<file path="src/rtl/apb_req_arbiter.sv">
// apb_req_arbiter
//   Shares one APB master between NUM_REQ requesters. A round-robin search
//   starting at ptr picks a winner in IDLE. The winner's command is latched
//   onto the S* outputs and handed to the master with a transfer request.
//   The APB bus is then watched until the access completes, and the read
//   data and error status go back to the winner with a one-cycle done pulse.
//
// Ports
//   PCLK, PRESET         clock, asynchronous active-high reset
//   req/req_write        per-requester request and direction (1 = write)
//   req_addr/req_wdata   per-requester 32-bit slices, slice i at [32i +: 32]
//   req_strb/req_prot    per-requester 4-bit strobes and 3-bit protection
//   gnt, done            one-hot grant, one-cycle completion pulse
//   rsp_err, rsp_rdata   PSLVERR / PRDATA captured at completion
//   SWRITE..SPROT        latched command to the APB master
//   transfer             start request to the APB master
//   PSEL..PRDATA         APB bus, observed only
module apb_req_arbiter #(
    parameter int NUM_REQ = 4,
    parameter int IDX_W   = 2
) (
    input  logic                   PCLK,
    input  logic                   PRESET,
    input  logic [NUM_REQ-1:0]     req,
    input  logic [NUM_REQ-1:0]     req_write,
    input  logic [NUM_REQ*32-1:0]  req_addr,
    input  logic [NUM_REQ*32-1:0]  req_wdata,
    input  logic [NUM_REQ*4-1:0]   req_strb,
    input  logic [NUM_REQ*3-1:0]   req_prot,
    output logic [NUM_REQ-1:0]     gnt,
    output logic [NUM_REQ-1:0]     done,
    output logic                   rsp_err,
    output logic [31:0]            rsp_rdata,
    output logic                   SWRITE,
    output logic [31:0]            SADDR,
    output logic [31:0]            SWDATA,
    output logic [3:0]             SSTRB,
    output logic [2:0]             SPROT,
    output logic                   transfer,
    input  logic                   PSEL,
    input  logic                   PENABLE,
    input  logic                   PREADY,
    input  logic                   PSLVERR,
    input  logic [31:0]            PRDATA
);

    typedef enum logic [1:0] {
        IDLE,
        ISSUE,
        WAIT
    } state_t;

    state_t           state;
    logic [IDX_W-1:0] ptr;
    logic [IDX_W-1:0] g;

    // Winner search and its command fields
    logic             found;
    logic [IDX_W-1:0] win;
    logic             sel_write;
    logic [31:0]      sel_addr;
    logic [31:0]      sel_wdata;
    logic [3:0]       sel_strb;
    logic [2:0]       sel_prot;
    int unsigned      cand;

    // Scan NUM_REQ positions starting at ptr; the first set request wins.
    // Candidate index wraps without a modulo so non-power-of-two NUM_REQ works.
    always_comb begin
        found     = 1'b0;
        win       = '0;
        sel_write = 1'b0;
        sel_addr  = '0;
        sel_wdata = '0;
        sel_strb  = '0;
        sel_prot  = '0;
        cand      = 0;
        for (int unsigned i = 0; i < NUM_REQ; i++) begin
            cand = 32'(ptr) + i;
            if (cand >= NUM_REQ) begin
                cand = cand - NUM_REQ;
            end
            if (!found && req[IDX_W'(cand)]) begin
                found = 1'b1;
                win   = IDX_W'(cand);
            end
        end
        for (int unsigned i = 0; i < NUM_REQ; i++) begin
            if (found && (32'(win) == i)) begin
                sel_write = req_write[i];
                sel_addr  = req_addr[i*32 +: 32];
                sel_wdata = req_wdata[i*32 +: 32];
                sel_strb  = req_strb[i*4 +: 4];
                sel_prot  = req_prot[i*3 +: 3];
            end
        end
    end

    logic [IDX_W-1:0] ptr_next;
    assign ptr_next = (32'(g) == NUM_REQ - 1) ? '0 : g + 1'b1;

    always_ff @(posedge PCLK or posedge PRESET) begin
        if (PRESET) begin
            state     <= IDLE;
            ptr       <= '0;
            g         <= '0;
            gnt       <= '0;
            done      <= '0;
            transfer  <= 1'b0;
            rsp_err   <= 1'b0;
            rsp_rdata <= '0;
            SWRITE    <= 1'b0;
            SADDR     <= '0;
            SWDATA    <= '0;
            SSTRB     <= '0;
            SPROT     <= '0;
        end else begin
            case (state)
                IDLE: begin
                    done <= '0;
                    if (found) begin
                        SWRITE   <= sel_write;
                        SADDR    <= sel_addr;
                        SWDATA   <= sel_wdata;
                        SSTRB    <= sel_strb;
                        SPROT    <= sel_prot;
                        gnt      <= '0;
                        gnt[win] <= 1'b1;
                        g        <= win;
                        transfer <= 1'b1;
                        state    <= ISSUE;
                    end
                end
                ISSUE: begin
                    // Master has entered SETUP; the request is consumed.
                    if (PSEL) begin
                        transfer <= 1'b0;
                        state    <= WAIT;
                    end
                end
                WAIT: begin
                    if (PSEL && PENABLE && PREADY) begin
                        done    <= '0;
                        done[g] <= 1'b1;
                        gnt     <= '0;
                        rsp_err <= PSLVERR;
                        rsp_rdata <= PRDATA;
                        ptr     <= ptr_next;
                        state   <= IDLE;
                    end
                end
                default: begin
                    state <= IDLE;
                end
            endcase
        end
    end

endmodule
</file>
<file path="config.mk">
export PLATFORM = sky130hd
export DESIGN_NAME = apb_req_arbiter
export DESIGN_NICKNAME = d
export VERILOG_FILES = /design/src/rtl/apb_req_arbiter.sv
export SDC_FILE = /design/constraint.sdc
export NUM_CORES = 1
export LEC_CHECK = 0
export CAP_MARGIN = 10
export CORE_AREA = 3 3 172 174
export DETAILED_ROUTE_END_ITERATION = 6
export DIE_AREA = 0 0 175 177
export PLACE_DENSITY = 0.62
export SLEW_MARGIN = 10
export SYNTH_ARGS = -nofsm -noshare
export SYNTH_HDL_FRONTEND = slang
export SYNTH_SLANG_ARGS = --single-unit
</file>
<file path="constraint.sdc">
create_clock -name PCLK -period 8.9 [get_ports PCLK]
set_input_delay 0.89 -clock PCLK [delete_from_list [all_inputs] [get_ports PCLK]]
set_output_delay 0.89 -clock PCLK [all_outputs]
set_load 0.05 [all_outputs]
</file>
==> metrics.txt <==
status=finished clean; ys flop type=dfrtp_1; multi-input logic area=0.00296 mm^2; Seq pwr share=22.4%; Synth Area in XOR/XNOR=0%; part of the cycle the worst path needs=33.8%; WS Path Type=in -> reg; power share of the clock group=17.7%; LEAKAGE=4.41 nW; crit-path cells=clkdlybuf4s50_1 -> nor2b_1 -> o21ai_1 -> o21ai_4 -> buf_4 -> nor3_1 -> o41ai_2; CP top delay family=buffers and inverters; share of Yosys cell area claimed by the top area cell type=48.1%; Setup crit start kind=input port; wire per inst=20.1 um; Final #Nets=1390; mux cell area share after synthesis=6.11%; slowest cell on the critical path=buf_4; RSZ-0062 raised after global routing=no; clock root cell=clkbuf_16; met2 WL=14900 um; final setup TNS=0 ns; worst min path class=reg -> reg; Final Hold Vio Count=0; drt total wl=29000 um; register area share after synthesis=48.1%; Reg clk slew, reported paths=0.07 ns; hold_sp=SADDR[5]$_DFFE_PP0P_; Final ANT Viol Nets=0; vias per cell=4.90; Routed met3 length=2550 um; number of flops mapped to enable cells by yosys=0; Worst-Skew Late Latency=0.42 ns; worst endpoint data arrival time=3.33 ns; largest net degree at the start of global routing=89; Post-CTS Hold Buffers=0; compound-cell area share of the yosys netlist=23.7%; Yosys cell types=37; CTS sink cnt=120; RD Place Congestion=0.846; Setup crit start=req[0]; die area=0.0310 mm^2; post-synth top area cell=dfrtp_1; IO Pins=444; Die Wd=175 um; M1 wire length=10900 um; DR DRC count=0; Post-Synthesis Cell Area=0.00624 mm^2; Clock Skew=0.0181 ns; Fmax=0.332 GHz; CP peak stage delay=0.71 ns; sw frac=49.3%; Worst-Margin Slew=1.05 ns; Util after Layout=41.5%; Setup crit end kind=flop; grt ovf=0; Critical Path Fanout Max=75; initial core utilization=22.3%; Avg Inst Size Synth=9.63 um^2; number of global-route vias before repair=7621; Synth warnings=0; core area=0.0279 mm^2; Synth area leaders=dfrtp_1 (48%), a221oi_1 (10%), mux2_2 (6.0%); Gate Count Post-Synth=648; Max-cap violations=0; clock period minus worst slack=3.01 ns; layout filler cell count=2780; Slew headroom=30.1%; Die H=177 um; Pint=2.19 mW; flop2flop setup slack=6.49 ns; #FFs+latches synth=120; largest family of logic cells by synthesized area=compound AO/OA/AOI/OAI gates; Synth Area in Adders=0.802%; switching pwr=2.13 mW; Required @ worst endpoint=9.22 ns; Max clock buf depth=2; highest metal used=met4; # diodes=0; H-tree Lvls=4; hpwl dp=21300 um; global-route wire length before repair=44200 um; Post-Synth Simple-Gate Area=16.0%; Peak VDD IR=0.174 mV; I/O Buffers=443; drt first pass iters=6; number of buffers created by CTS=17; Gate power share=59.9%; total number of vias=7096; share of cells above drive strength 1=8.51%; ys async rst share=100%; CTS tree=built; top-count cell post-synth=dfrtp_1; Critical path buffers and inverters=2; number of setup violations in the final report=0; Reg area=0.00300 mm^2; r2r startpoint=ptr[1]$_DFFE_PP0P_; postcts setup bufs=0; initial antenna violation count=0; initial drt markers=385; Total Routing Usage GR=18.3%; pwr dens=372 mW/mm^2; most frequent cells after synthesis=dfrtp_1 (120), nand2_1 (85), a221oi_1 (72); fin. max-slew vios=0; post-synthesis net count=982; Syn-to-layout area delta=85.9%; Core Rows=61; post_cts resized=0
-- registers in the layout, summed over array words and instances (netlist names) --
signal and cells:
SSTRB 4, SWDATA 32, rsp_err 1, SWRITE 1
SPROT 3, ptr 2, gnt 4, transfer 1
done 4, SADDR 32, state 2, g 2
rsp_rdata 32
-- metal layers --
layer  GRT usage (%)  up-vias
met5               0        -
met4            5.82        0
met3            6.46       35
met2            32.5      338
met1            20.6     3431
li1                -     3292
-- through the flow --
stage | setup WS [ns] | cell area, um^2 | total power, mW | hold WS, ns | instances
floorplan | 4.82 | 6240 | 2.64 | 0.487 | 648
global placement | 5.51 | 10900 | 3.56 | 0.459 | 1414
detailed placement | 5.47 | 10900 | 3.59 | 0.465 | 1414
CTS | 5.91 | 11600 | 4.37 | 0.475 | 1446
global route | 5.69 | 11600 | 4.57 | 0.490 | 1447
finish | 5.89 | 11600 | 4.32 | 0.470 | 1447
-- worst reg2reg max path, delay by kind of cell, from the launching register on --
| kind | cells | cell delay [ns] |
|---|---|---|
| AO/OA/AOI/OAI | 4 | 1.24 |
| buffers and inverters | 2 | 0.63 |
| flip-flops | 1 | 0.48 |
-- cells in the final DEF, fill, tap and decap left out, types with 5 or more instances in the layout --
master,netlist,layout
clkdlybuf4s50_1,0,443
dfrtp_1,120,120
nand2_1,85,84
a221oi_1,72,72
nor2_1,67,66
nand3_1,59,59
a31oi_1,58,58
mux2_2,33,33
clkbuf_16,0,17
nor3_1,14,14
a211oi_1,14,14
o21ai_0,8,8
o41ai_2,8,8
inv_6,0,8
buf_4,2,7
o41ai_1,6,6
inv_1,6,5
-- logic make-up after synthesis --
family / Yosys count
and+or+nand+nor: 235
AOI/OAI and AO/OA: 186
DFF: 120
buffers and inverters: 69
muxes: 34
adders and majority gates: 4
-- power groups by stage --
stage / registers (mW) / logic, mW / clock network, mW
final: 0.969 / 2.59 / 0.763
after global routing: 1.01 / 2.75 / 0.807
after CTS: 0.971 / 2.62 / 0.786
after floorplan: 1.82 / 0.824 / 0
after global placement: 0.970 / 2.59 / 0
after detailed placement: 0.979 / 2.61 / 0
-- layout make-up --
cell class / instances / share of cell area (%)
timing repair buffer: 451 / 38.8
sequential: 120 / 25.9
multi-input combinational: 459 / 25.5
tap: 378 / 4.08
clock buffer: 18 / 3.70
clock inverter: 14 / 1.78
inverter: 7 / 0.248
-- path summary, 6_finish.rpt --
| path | to | depth (start not counted) |
|---|---|---|
| max | SADDR[25]$_DFFE_PP0P_ | 7 |
| min in group asynchronous | SWDATA[8]$_DFFE_PP0P_ | 2 |
| max reg2reg | SPROT[0]$_DFFE_PP0P_ | 6 |
| min | SADDR[5]$_DFFE_PP0P_ | 2 |
| min reg2reg | SADDR[5]$_DFFE_PP0P_ | 2 |
| max in group asynchronous | SWDATA[0]$_DFFE_PP0P_ | 3 |
No activity file was read; power rests on OpenSTA's default activity.
